**config.mk**
```make
export PLATFORM = sky130hd
export DESIGN_NAME = dma_chntrg_arb
export DESIGN_NICKNAME = d
export VERILOG_FILES = /design/src/rtl/dma_trg_pkg.sv /design/src/rtl/dma_trg_rr_arb.sv /design/src/rtl/dma_chntrg_arb.sv
export SDC_FILE = /design/constraint.sdc
export NUM_CORES = 1
export LEC_CHECK = 0
export BUFFER_PORTS_ARGS = -buffer_cell sky130_fd_sc_hd__buf_2
export CAP_MARGIN = 25
export CORE_ASPECT_RATIO = 0.8
export CORE_UTILIZATION = 25
export DETAILED_ROUTE_END_ITERATION = 16
export PLACE_DENSITY_LB_ADDON = 0.1
export SYNTH_ARGS = -nofsm -noshare
export SYNTH_HDL_FRONTEND = slang
export SYNTH_SLANG_ARGS = --single-unit
```
**constraint.sdc**
```tcl
create_clock -name hclk -period 3.7 [get_ports hclk]
set_clock_uncertainty 0.1 [all_clocks]
set_input_delay 0.185 -clock hclk [delete_from_list [all_inputs] [get_ports hclk]]
set_output_delay 0.185 -clock hclk [all_outputs]
set_load 0.01 [all_outputs]
```
**src/rtl/dma_trg_pkg.sv**
```systemverilog
// dma_trg_pkg: shared grant-FSM encoding and default sizing for the DMA trigger front end
package dma_trg_pkg;
    typedef enum logic {IDLE, OFFER} state_t;
    localparam int NUM_CH_DEF = 8;
    localparam int CNT_W_DEF = 4;
endpackage

```
**src/rtl/dma_trg_rr_arb.sv**
```systemverilog
// dma_trg_rr_arb: round-robin find-first pending request at or after ptr, wrapping modulo NUM_CH
module dma_trg_rr_arb
    import dma_trg_pkg::*;
#(
    parameter int NUM_CH = NUM_CH_DEF,
    parameter int ID_W = $clog2(NUM_CH)
) (
    input  logic [NUM_CH-1:0] req,
    input  logic [ID_W-1:0]   ptr,
    output logic [ID_W-1:0]   id,
    output logic              found
);
    logic [ID_W-1:0] idx;
    // walk from the farthest candidate down so the nearest one at or after ptr wins
    always_comb begin
        id = '0;
        idx = '0;
        for (int k = NUM_CH - 1; k >= 0; k--) begin
            idx = ID_W'((int'(ptr) + k) % NUM_CH);
            if (req[idx]) id = idx;
        end
    end
    assign found = |req;
endmodule

```
**src/rtl/dma_chntrg_arb.sv**
```systemverilog
// dma_chntrg_arb: per-channel saturating trigger counters with round-robin grant offer to the DMA engine
module dma_chntrg_arb
    import dma_trg_pkg::*;
#(
    parameter int NUM_CH = NUM_CH_DEF,
    parameter int CNT_W = CNT_W_DEF,
    parameter int ID_W = $clog2(NUM_CH)
) (
    input  logic                    hclk,
    input  logic                    hrst,
    input  logic [NUM_CH-1:0]       chn_en,
    input  logic [NUM_CH-1:0]       chn_edge_mode,
    input  logic [NUM_CH-1:0]       etb_trg,
    input  logic [NUM_CH-1:0]       sfw_trg,
    input  logic [NUM_CH-1:0]       trg_clr,
    input  logic [NUM_CH-1:0]       ovf_clr,
    output logic [NUM_CH-1:0]       trg_pend,
    output logic [NUM_CH*CNT_W-1:0] trg_cnt,
    output logic [NUM_CH-1:0]       trg_ovf,
    output logic                    gnt_vld,
    output logic [ID_W-1:0]         gnt_id,
    input  logic                    gnt_rdy
);
    localparam logic [CNT_W-1:0] MAX = '1;
    state_t state;
    logic [NUM_CH-1:0] etb_q, hw_evt, inc, dec, kill, req;
    logic [ID_W-1:0] rr_ptr, arb_id;
    logic found;
    logic [CNT_W-1:0] cnt [NUM_CH];
    logic ovf [NUM_CH];
    assign hw_evt = (chn_edge_mode & etb_trg & ~etb_q) | (~chn_edge_mode & etb_trg);
    assign inc = (hw_evt | sfw_trg) & chn_en;
    assign kill = ~chn_en | (trg_clr & ~inc);
    // a channel being zeroed this cycle is never captured, so an offered channel always holds a count
    assign req = trg_pend & ~kill;
    always_ff @(posedge hclk) etb_q <= hrst ? '0 : etb_trg;
    for (genvar i = 0; i < NUM_CH; i++) begin : g_ch
        logic sat;
        assign dec[i] = gnt_vld & gnt_rdy & (gnt_id == ID_W'(i));
        assign sat = inc[i] & ~dec[i] & ~trg_clr[i] & (cnt[i] == MAX);
        assign trg_pend[i] = cnt[i] != '0;
        assign trg_cnt[i*CNT_W +: CNT_W] = cnt[i];
        assign trg_ovf[i] = ovf[i];
        always_ff @(posedge hclk) begin
            if (hrst) begin
                cnt[i] <= '0;
                ovf[i] <= 1'b0;
            end else begin
                cnt[i] <= ~chn_en[i] ? '0 :
                          trg_clr[i] ? CNT_W'(inc[i]) :
                          ((inc[i] & dec[i]) | sat) ? cnt[i] :
                          inc[i] ? cnt[i] + 1'b1 :
                          dec[i] ? cnt[i] - 1'b1 : cnt[i];
                ovf[i] <= sat | (ovf[i] & ~ovf_clr[i]);
                assert (!dec[i] || cnt[i] != '0);
            end
        end
    end
    dma_trg_rr_arb #(.NUM_CH(NUM_CH), .ID_W(ID_W)) u_arb (
        .req(req),
        .ptr(rr_ptr),
        .id(arb_id),
        .found(found)
    );
    always_ff @(posedge hclk) begin
        if (hrst) begin
            state <= IDLE;
            gnt_vld <= 1'b0;
            gnt_id <= '0;
            rr_ptr <= '0;
        end else if (state == IDLE) begin
            if (found) begin
                state <= OFFER;
                gnt_vld <= 1'b1;
                gnt_id <= arb_id;
            end
        end else if (gnt_rdy) begin
            state <= IDLE;
            gnt_vld <= 1'b0;
            rr_ptr <= (gnt_id == ID_W'(NUM_CH - 1)) ? '0 : gnt_id + 1'b1;
        end else if (kill[gnt_id]) begin
            state <= IDLE;
            gnt_vld <= 1'b0;
        end
    end
endmodule

```
* Word level (Yosys, flattened, before mapping)
Memory sizes are Yosys's and may differ from the RTL's.
Cells that the tools add are included.
** Storage, ports and cells
- Register bits after elaboration :: 16
- Bits of input ports :: 51
- Bits in writable memories :: 40
- Output and inout bits :: 52
- Logic and storage cells :: 284
- Memories :: 2
** Operators by class
- Bitwise gates (word level) :: 120
- Muxes and demuxes :: 94
- $add $sub $neg :: 24
- Reductions and logical operators :: 14
- $lt $le $gt $ge :: 9
- Equality and inequality tests :: 16
** Memory list
- cnt :: words 8, width 4, rd ports 8, clocked after memory_dff 0, wr ports 8, RTL line dma_chntrg_arb.sv:29 : logic [CNT_W-1:0] cnt [NUM_CH];
- ovf :: words 8, width 1, rd ports 8, clocked after memory_dff 0, wr ports 8, RTL line dma_chntrg_arb.sv:30 : logic ovf [NUM_CH];
** Operator list (number)
- 4-bit 2-to-1 mux :: 48
- 1-bit AND :: 49
- 8-bit AND :: 6
- 8-bit NOT :: 5
- 3-bit by 4-bit < comparator with 1-bit output, second input constant :: 9
- 4-bit by 1-bit adder with 4-bit output, second input constant :: 8
- 4-bit equality test, second input constant :: 8
- 1-bit bitwise OR :: 32
- 4-bit nonzero test :: 8
- 4-bit by 1-bit subtractor with 4-bit output, second input constant :: 8
- 1-bit 2-to-1 mux :: 28
- 1-bit binary-select mux with 3-bit select :: 9
- 3-bit 2-to-1 mux :: 9
- 1-bit NOT :: 25
- 8-bit bitwise OR :: 3
- 3-bit adder, second input constant :: 4
- 3-bit equality test, second input constant :: 4
- 8-bit OR reduction :: 1
- 3-bit by 1-bit adder with 3-bit output, second input constant :: 2
- 3-bit by 2-bit adder with 3-bit output, second input constant :: 2
- 3-bit by 2-bit equality test with 1-bit output, second input constant :: 2
- 2-bit AND reduction :: 3
- 3-bit by 1-bit equality test with 1-bit output, second input constant :: 1
- 3-bit logical NOT :: 1
- 2 further kinds :: 2

* Longest topological paths before layout
Gate-level depths: netlist (run 1).
- Depth after elaboration :: 20
- Mapped depth :: 10
- Gate-level depth less buffers :: 9

* By module
From an unflattened synthesis (run 1), not the netlist that was laid out.
** Second synthesis, totals
- Cell total of the unflattened synthesis :: 508
- Area, all modules :: 4430.5 sq um
** Modules (own cells, without submodules)
- dma_chntrg_arb :: seq. area each 1121.1 sq um, times used 1, area each 3638.5 sq um, cells an instance 423
- dma_trg_rr_arb :: seq. area each 0.0 sq um, times used 1, area each 792.0 sq um, cells an instance 85

* Worst setup path before layout (run 1)
Ideal clock, no wire load.
- Path kind :: register -> register
- Start point :: reg rr_ptr[0]
- End point :: reg gnt_id[1]
- Required time :: 3.467 ns
- Stages on the path, launching flop included :: 8
- Library setup time :: 0.133 ns
- Arrival time :: 2.169 ns
- Path slack :: 1.298 ns
- Clock period less this slack :: 2.402 ns
- Buffers on the path :: 1
- Path through :: dfxtp_1 > clkbuf_1 > mux2_2 > mux4_2 > o21bai_1 > a32oi_1 > o311ai_1 > a21oi_1
** On the way
- Cells in the longest elaborated chain, start to end :: 11
- Elaborated cells between the ends (all ways) :: 31
- Classes of those cells :: add/sub (7); mux (24)
** RTL lines
- start: declaration :: RTL line dma_chntrg_arb.sv:27 : logic [ID_W-1:0] rr_ptr, arb_id;
- start signal: assignment :: RTL line dma_chntrg_arb.sv:80 : rr_ptr <= (gnt_id == ID_W'(NUM_CH - 1)) ? '0 : gnt_id + 1'b1;
- 3-bit adder :: RTL line dma_trg_rr_arb.sv:19 : idx = ID_W'((int'(ptr) + k) % NUM_CH);
- 1-bit binary-select mux with 3-bit select :: RTL line dma_trg_rr_arb.sv:20 : if (req[idx]) id = idx;
- 1-bit 2-to-1 mux (not written as such) :: RTL line dma_trg_rr_arb.sv:20
- 3-bit 2-to-1 mux (7 in series) :: RTL line dma_trg_rr_arb.sv:20
- 3-bit 2-to-1 mux * :: RTL line dma_trg_rr_arb.sv:20
- end signal: assignment :: RTL line dma_chntrg_arb.sv:75 : gnt_id <= arb_id;
- end: declaration :: RTL line dma_chntrg_arb.sv:21 : output logic [ID_W-1:0] gnt_id,
Every way passes the cells marked *; elsewhere a longest branch is shown, timed or not. The select of a mux whose other input is x is not followed.
A chain may end at the register's enable or synchronous reset.

* Final worst setup path (run 1)
Same ends and word-level chain as after synthesis.

==> results.txt, run 1 <==
----------------------------------------------------
[Outcome]
  Outcome ... complete, no violations

[GRT]
  GRT Resource Usage Total ... ~15%
  Number of global-route vias before repair ... 3874
  Antenna violations before repair ... 0
  Maximum number of pins on one net before global-route repair ... 25
  Congestion Overflow GR ... 0
  Wire length of the first global-routing pass ... ~20000 um

[Logic synthesis]
  Warnings, synthesis ... 0
  Distinct cell type count of the synthesized netlist ... 63
  Sequential cell area fraction in the yosys report ... about a quarter
  Synth Area per Inst ... 8.579 sq um
  Fraction of registers with async set/reset ... 0%
  Synthesized netlist net count ... a little under 600
  Main area contributors after synthesis ... sky130_fd_sc_hd__dfxtp_1 (26%), sky130_fd_sc_hd__ha_1 (7.0%), sky130_fd_sc_hd__a21oi_1 (5.8%)
  EDFF count, synth ... 0
  Cell area after technology mapping ... about 4300 sq um
  Share of the synthesized area in the top cell type ... between 20% and 30%
  Yosys top cell by area ... sky130_fd_sc_hd__dfxtp_1
  Synthesized instance count ... ~500
  Most instantiated flip-flop cell in the synthesis netlist ... sky130_fd_sc_hd__dfxtp_1
  Synthesized flop and latch total ... 56

[Timing]
  Slack of the critical path ... 0.8906 ns
  Slew HR ... 47.33%
  Unrepaired setup endpoints after global routing ... no
  Clock period minus worst slack ... between 2 and 3 ns
  Final count of hold timing violations ... 0
  Setup TNS Final ... 0 ns
  Final Max Tran Viols ... 0
  Post-route worst hold slack ... ~0.013 ns
  Highest Clock Rate ... 0.3560 GHz
  Slew at the pin closest to its max-slew limit ... 0.7883 ns
  Tcrit/Tclk final ... 75.93%
  Final count of negative-setup-slack endpoints ... 0

[Placement]
  Instance count after placement with tap cells included ... 814
  Final estimated routing congestion in global placement ... 0.8814
  Half-perimeter wire length after placement ... roughly 10000 um
  Worst setup slack after placement ... around 0.93 ns
  Area post-placement ... between 5000 and 6000 sq um
  Count of input and output buffers ... a little over 100

[Final layout]
  Post-Layout Cell Count ... 828
  Antenna diodes ... 0
  Layout net count ... a little under 700
  Area occupied by multi-input gates ... approximately 3100 sq um
  Ratio of cells with drive above 1 in the final layout ... a little over a quarter
  Sequential cell area ... 1121 sq um
  FILL cells ... ~1800
  Final instance area ... 5293 sq um
  Layout-stage area growth over the synthesis result ... 23.14%

[Detailed routing]
  DRC viols ... 0
  Drt wl/cell ... approximately 15 um
  Detailed-route via count ... 4072
  Iteration count of the initial detailed-routing pass ... 4
  Avg Vias per Cell ... around 4.9
  Drt initial violations ... 252
  Total detailed-routing wirelength ... around 13000 um
  Antenna Violating Nets Remaining ... 0

[Die]
  Num rows ... 42
  Count of pins on the block boundary ... 103
  Die Height ... ~120 um
  Die Area ... 17720 sq um
  Initial core utilization ... 25.80%
  Core Footprint ... 16660 sq um
  Die Span X ... 148.6 um

[Clock tree]
  Number of gates given a new drive strength after cts ... 0
  CTS root buffer ... sky130_fd_sc_hd__clkbuf_16
  CTS tree ... yes
  Max H-tree Level ... 2
  Clock Pin Slew Worst Setup and Hold Paths ... 0.08 ns
  Clock Sinks ... between 50 and 60
  Count of buffers added by post-CTS timing repair for setup ... 0
  TritonCTS Buffers ... 5
  Clock tree buffer depth ... 2
  Clock network latency to the later pin of the worst-skew pair ... a little over 0.3 ns

[Setup path]
  Critical Path Slowest Stage Cell ... sky130_fd_sc_hd__xor2_1
  Classification of the worst setup path ... flop to flop
  Cell chain of the critical path ... inv_2, ha_1, xor2_1, mux4_2, mux2i_2, o21bai_1, a32oi_1, o311ai_1, a21oi_1
  Crit-path max cell delay ... around 0.43 ns
  Required time of the worst setup path ... around 3.8 ns
  CP max FO ... 10
  Critical path launch point type ... flop
  Arrival time worst endpoint ... 2.89 ns
  Endpoint type of the worst setup path ... flop

[Worst hold path]
  HP Class ... primary input to flop

[Power]
  Cell leakage power ... approximately 2.3 nW
  Peak supply drop ... ~0.16 mV
  Power density over the cells ... 352.1 nW/um^2

[Flow run]
  # Max-Cap Violations ... 0

----------------------------------------------------
==> cell families (layout without fill, tap and decap cells) <==
family | Yosys count | after routing | share of synthesized area (%)
simple gates | 178 | 178 | 21.46
compound gates | 142 | 142 | 22.50
xor+xnor | 29 | 29 | 5.910
mux | 33 | 33 | 10.63
buf+inv | 31 | 138 | 2.707
flops | 56 | 56 | 26.08
fa+ha+maj | 32 | 32 | 10.71
==> final timing paths <==
| kind | start | to | slack, ns | cells after the start |
|---|---|---|---|---|
| max | rr_ptr[0]$_SDFFE_PP0P_ | gnt_id[1]$_SDFFE_PP0P_ | 0.89 | 9 |
| min reg2reg | ovf[0][3]$_SDFF_PP0_ | ovf[0][3]$_SDFF_PP0_ | 0.39 | 2 |
| min | etb_trg[0] | etb_q[0]$_SDFF_PP0_ | 0.01 | 2 |
| max reg2reg | rr_ptr[0]$_SDFFE_PP0P_ | gnt_id[1]$_SDFFE_PP0P_ | 0.89 | 9 |
==> worst max-delay path, delay by kind of cell, from the launching register on <==
kind            cells  cell delay (ns)
flops               1             0.32
buf+inv             1             0.21
fa+ha+maj           1             0.30
compound gates      4             0.63
xor+xnor            1             0.43
mux                 2             0.69
==> what timing repair did <==
action | CTS | global route
setup endpoints to repair | 0 | 0
endpoints found under the hold margin | 6 | 0
hold buffers | 6 | 0
==> per-layer routing <==
layer | share of wire [%] | GRT usage, %
met5 | 0 | 0
met4 | 1.2 | 4.253
met3 | 5.9 | 3.142
met2 | 41 | 21.20
met1 | 52 | 21.68
==> registers in the layout, summed over array words and instances (netlist names) <==
register / cells
cnt: 32
etb_q: 8
gnt_id: 3
gnt_vld: 1
ovf: 8
rr_ptr: 3
state: 1
==> power by group <==
group	total (W)	internal, W	switching, W
sequential	0.000689	0.000635	0.0000546
clock	0.000558	0.000320	0.000238
combinational	0.000617	0.000272	0.000344
total	0.00186	0.00123	0.000637
==> cells in the final DEF (no fill, tap or decap), types with 3 or more instances in the layout <==
cell type / synthesis / routed
sky130_fd_sc_hd__nor4_1: 4 / 4
sky130_fd_sc_hd__a21boi_2: 8 / 8
sky130_fd_sc_hd__and3_1: 5 / 5
sky130_fd_sc_hd__nand2b_1: 12 / 12
sky130_fd_sc_hd__a21o_1: 8 / 8
sky130_fd_sc_hd__o21ai_0: 19 / 19
sky130_fd_sc_hd__o21ai_1: 11 / 11
sky130_fd_sc_hd__mux2i_1: 15 / 15
sky130_fd_sc_hd__nand2_1: 23 / 23
sky130_fd_sc_hd__o22ai_1: 4 / 4
sky130_fd_sc_hd__buf_2: 0 / 102
sky130_fd_sc_hd__dfxtp_1: 56 / 56
sky130_fd_sc_hd__buf_4: 0 / 5
sky130_fd_sc_hd__mux2_2: 5 / 5
sky130_fd_sc_hd__or3_1: 8 / 8
sky130_fd_sc_hd__clkbuf_16: 0 / 5
sky130_fd_sc_hd__mux2i_2: 4 / 4
sky130_fd_sc_hd__xor2_1: 15 / 15
sky130_fd_sc_hd__nor3b_1: 4 / 4
sky130_fd_sc_hd__nor2_1: 63 / 63
sky130_fd_sc_hd__ha_1: 24 / 24
sky130_fd_sc_hd__nor2b_1: 12 / 12
sky130_fd_sc_hd__a211oi_1: 4 / 4
sky130_fd_sc_hd__a21oi_1: 50 / 50
sky130_fd_sc_hd__o211ai_2: 6 / 6
sky130_fd_sc_hd__xnor2_1: 14 / 14
sky130_fd_sc_hd__inv_1: 15 / 15
sky130_fd_sc_hd__nand3_1: 9 / 9
sky130_fd_sc_hd__dlygate4sd3_1: 0 / 6
sky130_fd_sc_hd__fa_1: 8 / 8
sky130_fd_sc_hd__o211ai_1: 3 / 3
sky130_fd_sc_hd__nor3_1: 16 / 16
sky130_fd_sc_hd__mux4_2: 5 / 5
sky130_fd_sc_hd__a31oi_1: 4 / 4
sky130_fd_sc_hd__or4_4: 8 / 8
sky130_fd_sc_hd__nand4_1: 10 / 10
==> cell usage after synthesis, types with 8 or more instances <==
library cell,count
sky130_fd_sc_hd__nand2_1,23
sky130_fd_sc_hd__nor2_1,63
sky130_fd_sc_hd__clkbuf_1,12
sky130_fd_sc_hd__a21boi_2,8
sky130_fd_sc_hd__nor3_1,16
sky130_fd_sc_hd__a21o_1,8
sky130_fd_sc_hd__or4_4,8
sky130_fd_sc_hd__nor2b_1,12
sky130_fd_sc_hd__xor2_1,15
sky130_fd_sc_hd__nand2b_1,12
sky130_fd_sc_hd__o21ai_1,11
sky130_fd_sc_hd__ha_1,24
sky130_fd_sc_hd__nand3_1,9
sky130_fd_sc_hd__or3_1,8
sky130_fd_sc_hd__a21oi_1,50
sky130_fd_sc_hd__o21ai_0,19
sky130_fd_sc_hd__fa_1,8
sky130_fd_sc_hd__xnor2_1,14
sky130_fd_sc_hd__dfxtp_1,56
sky130_fd_sc_hd__inv_1,15
sky130_fd_sc_hd__nand4_1,10
sky130_fd_sc_hd__mux2i_1,15
==> final cells by class <==
| class | count | area share [%] |
|---|---|---|
| Sequential cell | 56 | 21.18 |
| Timing Repair Buffer | 113 | 11.49 |
| Inverter | 17 | 1.206 |
| Multi-Input combinational cell | 414 | 57.83 |
| Tap cell | 220 | 5.201 |
| Clock inverter | 2 | 0.6619 |
| Clock buffer | 6 | 2.435 |
==> metrics by stage <==
| step | total power [W] | util (%) |
|---|---|---|
| finish | 0.001863 | 31.77 |
| global route | 0.001996 | 31.77 |
| CTS | 0.001902 | 31.77 |
| detailed placement | 0.001316 | 30.43 |
| global placement | 0.001320 | 30.43 |
| floorplan | 0.001123 | - |
(Power assumes the default switching activity.)
==> inputs of run 2 (changes only) <==
==> constraint.sdc (replaced) <==
create_clock -name hclk -period 2.5 [get_ports hclk]
set_clock_uncertainty 0.1 [all_clocks]
set_input_delay 0.125 -clock hclk [delete_from_list [all_inputs] [get_ports hclk]]
set_output_delay 0.125 -clock hclk [all_outputs]
set_load 0.01 [all_outputs]
==> run 2 against run 1 <==
Register-to-register slack worse by 0.87 ns. First-iteration DRC count decreased by 16%. Worst hold slack lost 0.0050 ns. Critical endpoint unchanged. Via count increased by 6.8%.
==> results.txt, run 2 (same netlist as run 1, synthesis figures left out) <==
----------------------------------------------------
[Clock tree]
  Clock Sinks ... 56
  TritonCTS Buffers ... 5
  CTS root buffer ... sky130_fd_sc_hd__clkbuf_16
  Clock Pin Slew Worst Setup and Hold Paths ... approximately 0.08 ns
  CTS tree ... yes
  Clock network latency to the later pin of the worst-skew pair ... 0.31 ns
  Max H-tree Level ... 2
  Clock tree buffer depth ... 2

[Power]
  Cell leakage power ... about 2.6 nW
  Power density over the cells ... approximately 500 nW/um^2
  Internal Power ... ~0.0019 W
  Switching part of the total power ... about a third
  Share of total power in sequential cells ... ~34%
  Share of total power in the clock network ... between 20% and 30%
  Power share of the combinational group ... a little under two fifths
  Peak supply drop ... about 0.26 mV
  Switching power ... 0.001007 W

[Outcome]
  Outcome ... complete, no violations

[Timing]
  Unrepaired setup endpoints after global routing ... yes
  Clock period minus worst slack ... about 2.5 ns
  Slew HR ... between 60% and 70%
  Final Max Tran Viols ... 0
  Final count of hold timing violations ... 0
  Post-route worst hold slack ... around 0.008 ns
  Highest Clock Rate ... 0.4041 GHz
  Slew at the pin closest to its max-slew limit ... around 0.52 ns
  Setup TNS Final ... 0 ns
  Tcrit/Tclk final ... between 90 and 100%
  Final count of negative-setup-slack endpoints ... 0

[GRT]
  Congestion Overflow GR ... 0
  Antenna violations before repair ... 0
  Routing usage on met1 ... between 20% and 30%
  Wire length of the first global-routing pass ... 22220 um
  Peak-usage layer in the global routing report ... met2
  Maximum number of pins on one net before global-route repair ... 23
  Met2 capacity usage during global routing ... 25.35%
  Global-route met3 utilization ... under 10%
  Number of global-route vias before repair ... about 4300
  GRT Resource Usage Total ... between 10% and 20%

[Final layout]
  Ratio of cells with drive above 1 in the final layout ... 34.34%
  Number of flip-flops under the largest register name ... 32
  Layout net count ... ~750
  Post-Layout Cell Count ... between 800 and 900
  Commonest non-fill, non-tap cells in the layout ... sky130_fd_sc_hd__buf_2 (102), sky130_fd_sc_hd__nor2_1 (62), sky130_fd_sc_hd__buf_4 (58)
  Leading cell type in the layout, fill and taps excluded ... sky130_fd_sc_hd__buf_2
  Largest regs ... cnt (32), etb_q (8), ovf (8)
  FILL cells ... between 1500 and 2000
  Final core utilization ... a little over a third
  Layout-stage area growth over the synthesis result ... 35.46%
  Register bank with the most flops ... cnt
  Antenna diodes ... 0

[Die]
  Count of pins on the block boundary ... approximately 100
  Die Height ... 119.3 um
  Die Area ... 17720 sq um
  Num rows ... 42
  Die Span X ... 148.6 um
  Core Footprint ... around 17000 sq um
  Initial core utilization ... around 26%

[Worst hold path]
  End of the worst hold path ... cnt[1][0]$_SDFFE_PP0P_
  Worst hold stages ... 3
  Hold Crit Start ... trg_clr[4]
  HP Class ... primary input to flop

[Setup path]
  Critical register-to-register path startpoint ... cnt[1][13]$_SDFFE_PP0P_
  Arrival time worst endpoint ... between 2 and 3 ns
  CP max FO ... 4
  Reg-to-reg critical path endpoint ... gnt_id[1]$_SDFFE_PP0P_
  Endpoint type of the worst setup path ... flop
  Depth of the most critical reg-to-reg path ... 8
  Required time of the worst setup path ... 2.58 ns
  Critical path launch point type ... flop
  Setup slack of the worst register-to-register path ... between 0.02 and 0.03 ns
  Classification of the worst setup path ... flop to flop

[Detailed routing]
  DRC viols ... 0
  Antenna Violating Nets Remaining ... 0
  Total detailed-routing wirelength ... 13430 um
  Iteration count of the initial detailed-routing pass ... 5
  Drt initial violations ... roughly 210
  Detailed-route via count ... roughly 4300
  Avg Vias per Cell ... slightly below 5
  Drt wl/cell ... between 15 and 20 um

[Placement]
  Half-perimeter wire length after placement ... around 11000 um
  Instance count after placement with tap cells included ... 867
  Count of input and output buffers ... 102
  Final estimated routing congestion in global placement ... roughly 0.85

[Flow run]
  # Max-Cap Violations ... 0

----------------------------------------------------
run 2: metrics by stage:
stage	setup slack [ns]	total power [W]	cell area, sq um
2_1_floorplan	0.09826	0.001661	4298
3_3_place_gp	0.07361	0.002054	5479
3_5_place_dp	0.04396	0.002055	5479
4_1_cts	0.02485	0.002937	5727
5_1_grt	-0.04600	0.003119	5822
6_report	0.02512	0.002926	5822
run 2: what timing repair did:
item / in CTS / in global routing
gates resized for setup: 0 / 20
hold buffers: 8 / 0
setup buffers: 0 / 1
hold endpoints to repair: 8 / 0
setup endpoints to repair: 0 / 4
run 2: cell type report:
class	count	area [sq um]	area share [%]
multi-input cells	414	3143	53.99
repair buffers	169	1046	17.97
clock buffers	6	128.9	2.214
clock inverters	2	38.79	0.6662
well taps	220	275.3	4.728
inverters	17	63.81	1.096
flip-flops and latches	56	1126	19.34
run 2: worst max path at each step:
stage	from	slack, ns	endpoint
after floorplan	rr_ptr[0]$_SDFFE_PP0P_	0.1	gnt_id[1]$_SDFFE_PP0P_
after global placement	cnt[1][13]$_SDFFE_PP0P_	0.07	gnt_id[0]$_SDFFE_PP0P_
after detailed placement	cnt[1][13]$_SDFFE_PP0P_	0.04	gnt_id[1]$_SDFFE_PP0P_
after CTS	cnt[1][13]$_SDFFE_PP0P_	0.02	gnt_id[1]$_SDFFE_PP0P_
after global routing	cnt[1][13]$_SDFFE_PP0P_	-0.05	gnt_id[1]$_SDFFE_PP0P_
final	cnt[1][13]$_SDFFE_PP0P_	0.03	gnt_id[1]$_SDFFE_PP0P_
run 2: critical path, cell delays in order, from the launching register on:
cell and delay [ns]:
sky130_fd_sc_hd__dfxtp_2 0.32, sky130_fd_sc_hd__or4_4 0.53, sky130_fd_sc_hd__o211ai_1 0.21, sky130_fd_sc_hd__mux2_4 0.25
sky130_fd_sc_hd__mux4_2 0.28, sky130_fd_sc_hd__nor3b_2 0.17, sky130_fd_sc_hd__a32oi_1 0.12, sky130_fd_sc_hd__o311ai_1 0.28
sky130_fd_sc_hd__a21oi_1 0.10
run 2: power by group through the flow:
stage	registers (W)	clock network (W)	logic, W
finish	0.000988	0.000843	0.00109
global route	0.000996	0.000921	0.00120
CTS	0.000988	0.000889	0.00106
detailed placement	0.00101	0	0.00105
global placement	0.00101	0	0.00105
floorplan	0.00103	0	0.000630
run 2: layer usage:
metal	vias to the layer above	part of all wire [%]
met4	0	1.7
met2	121	44
li1	2159	-
met3	20	5.2
met1	2049	49
met5	-	0
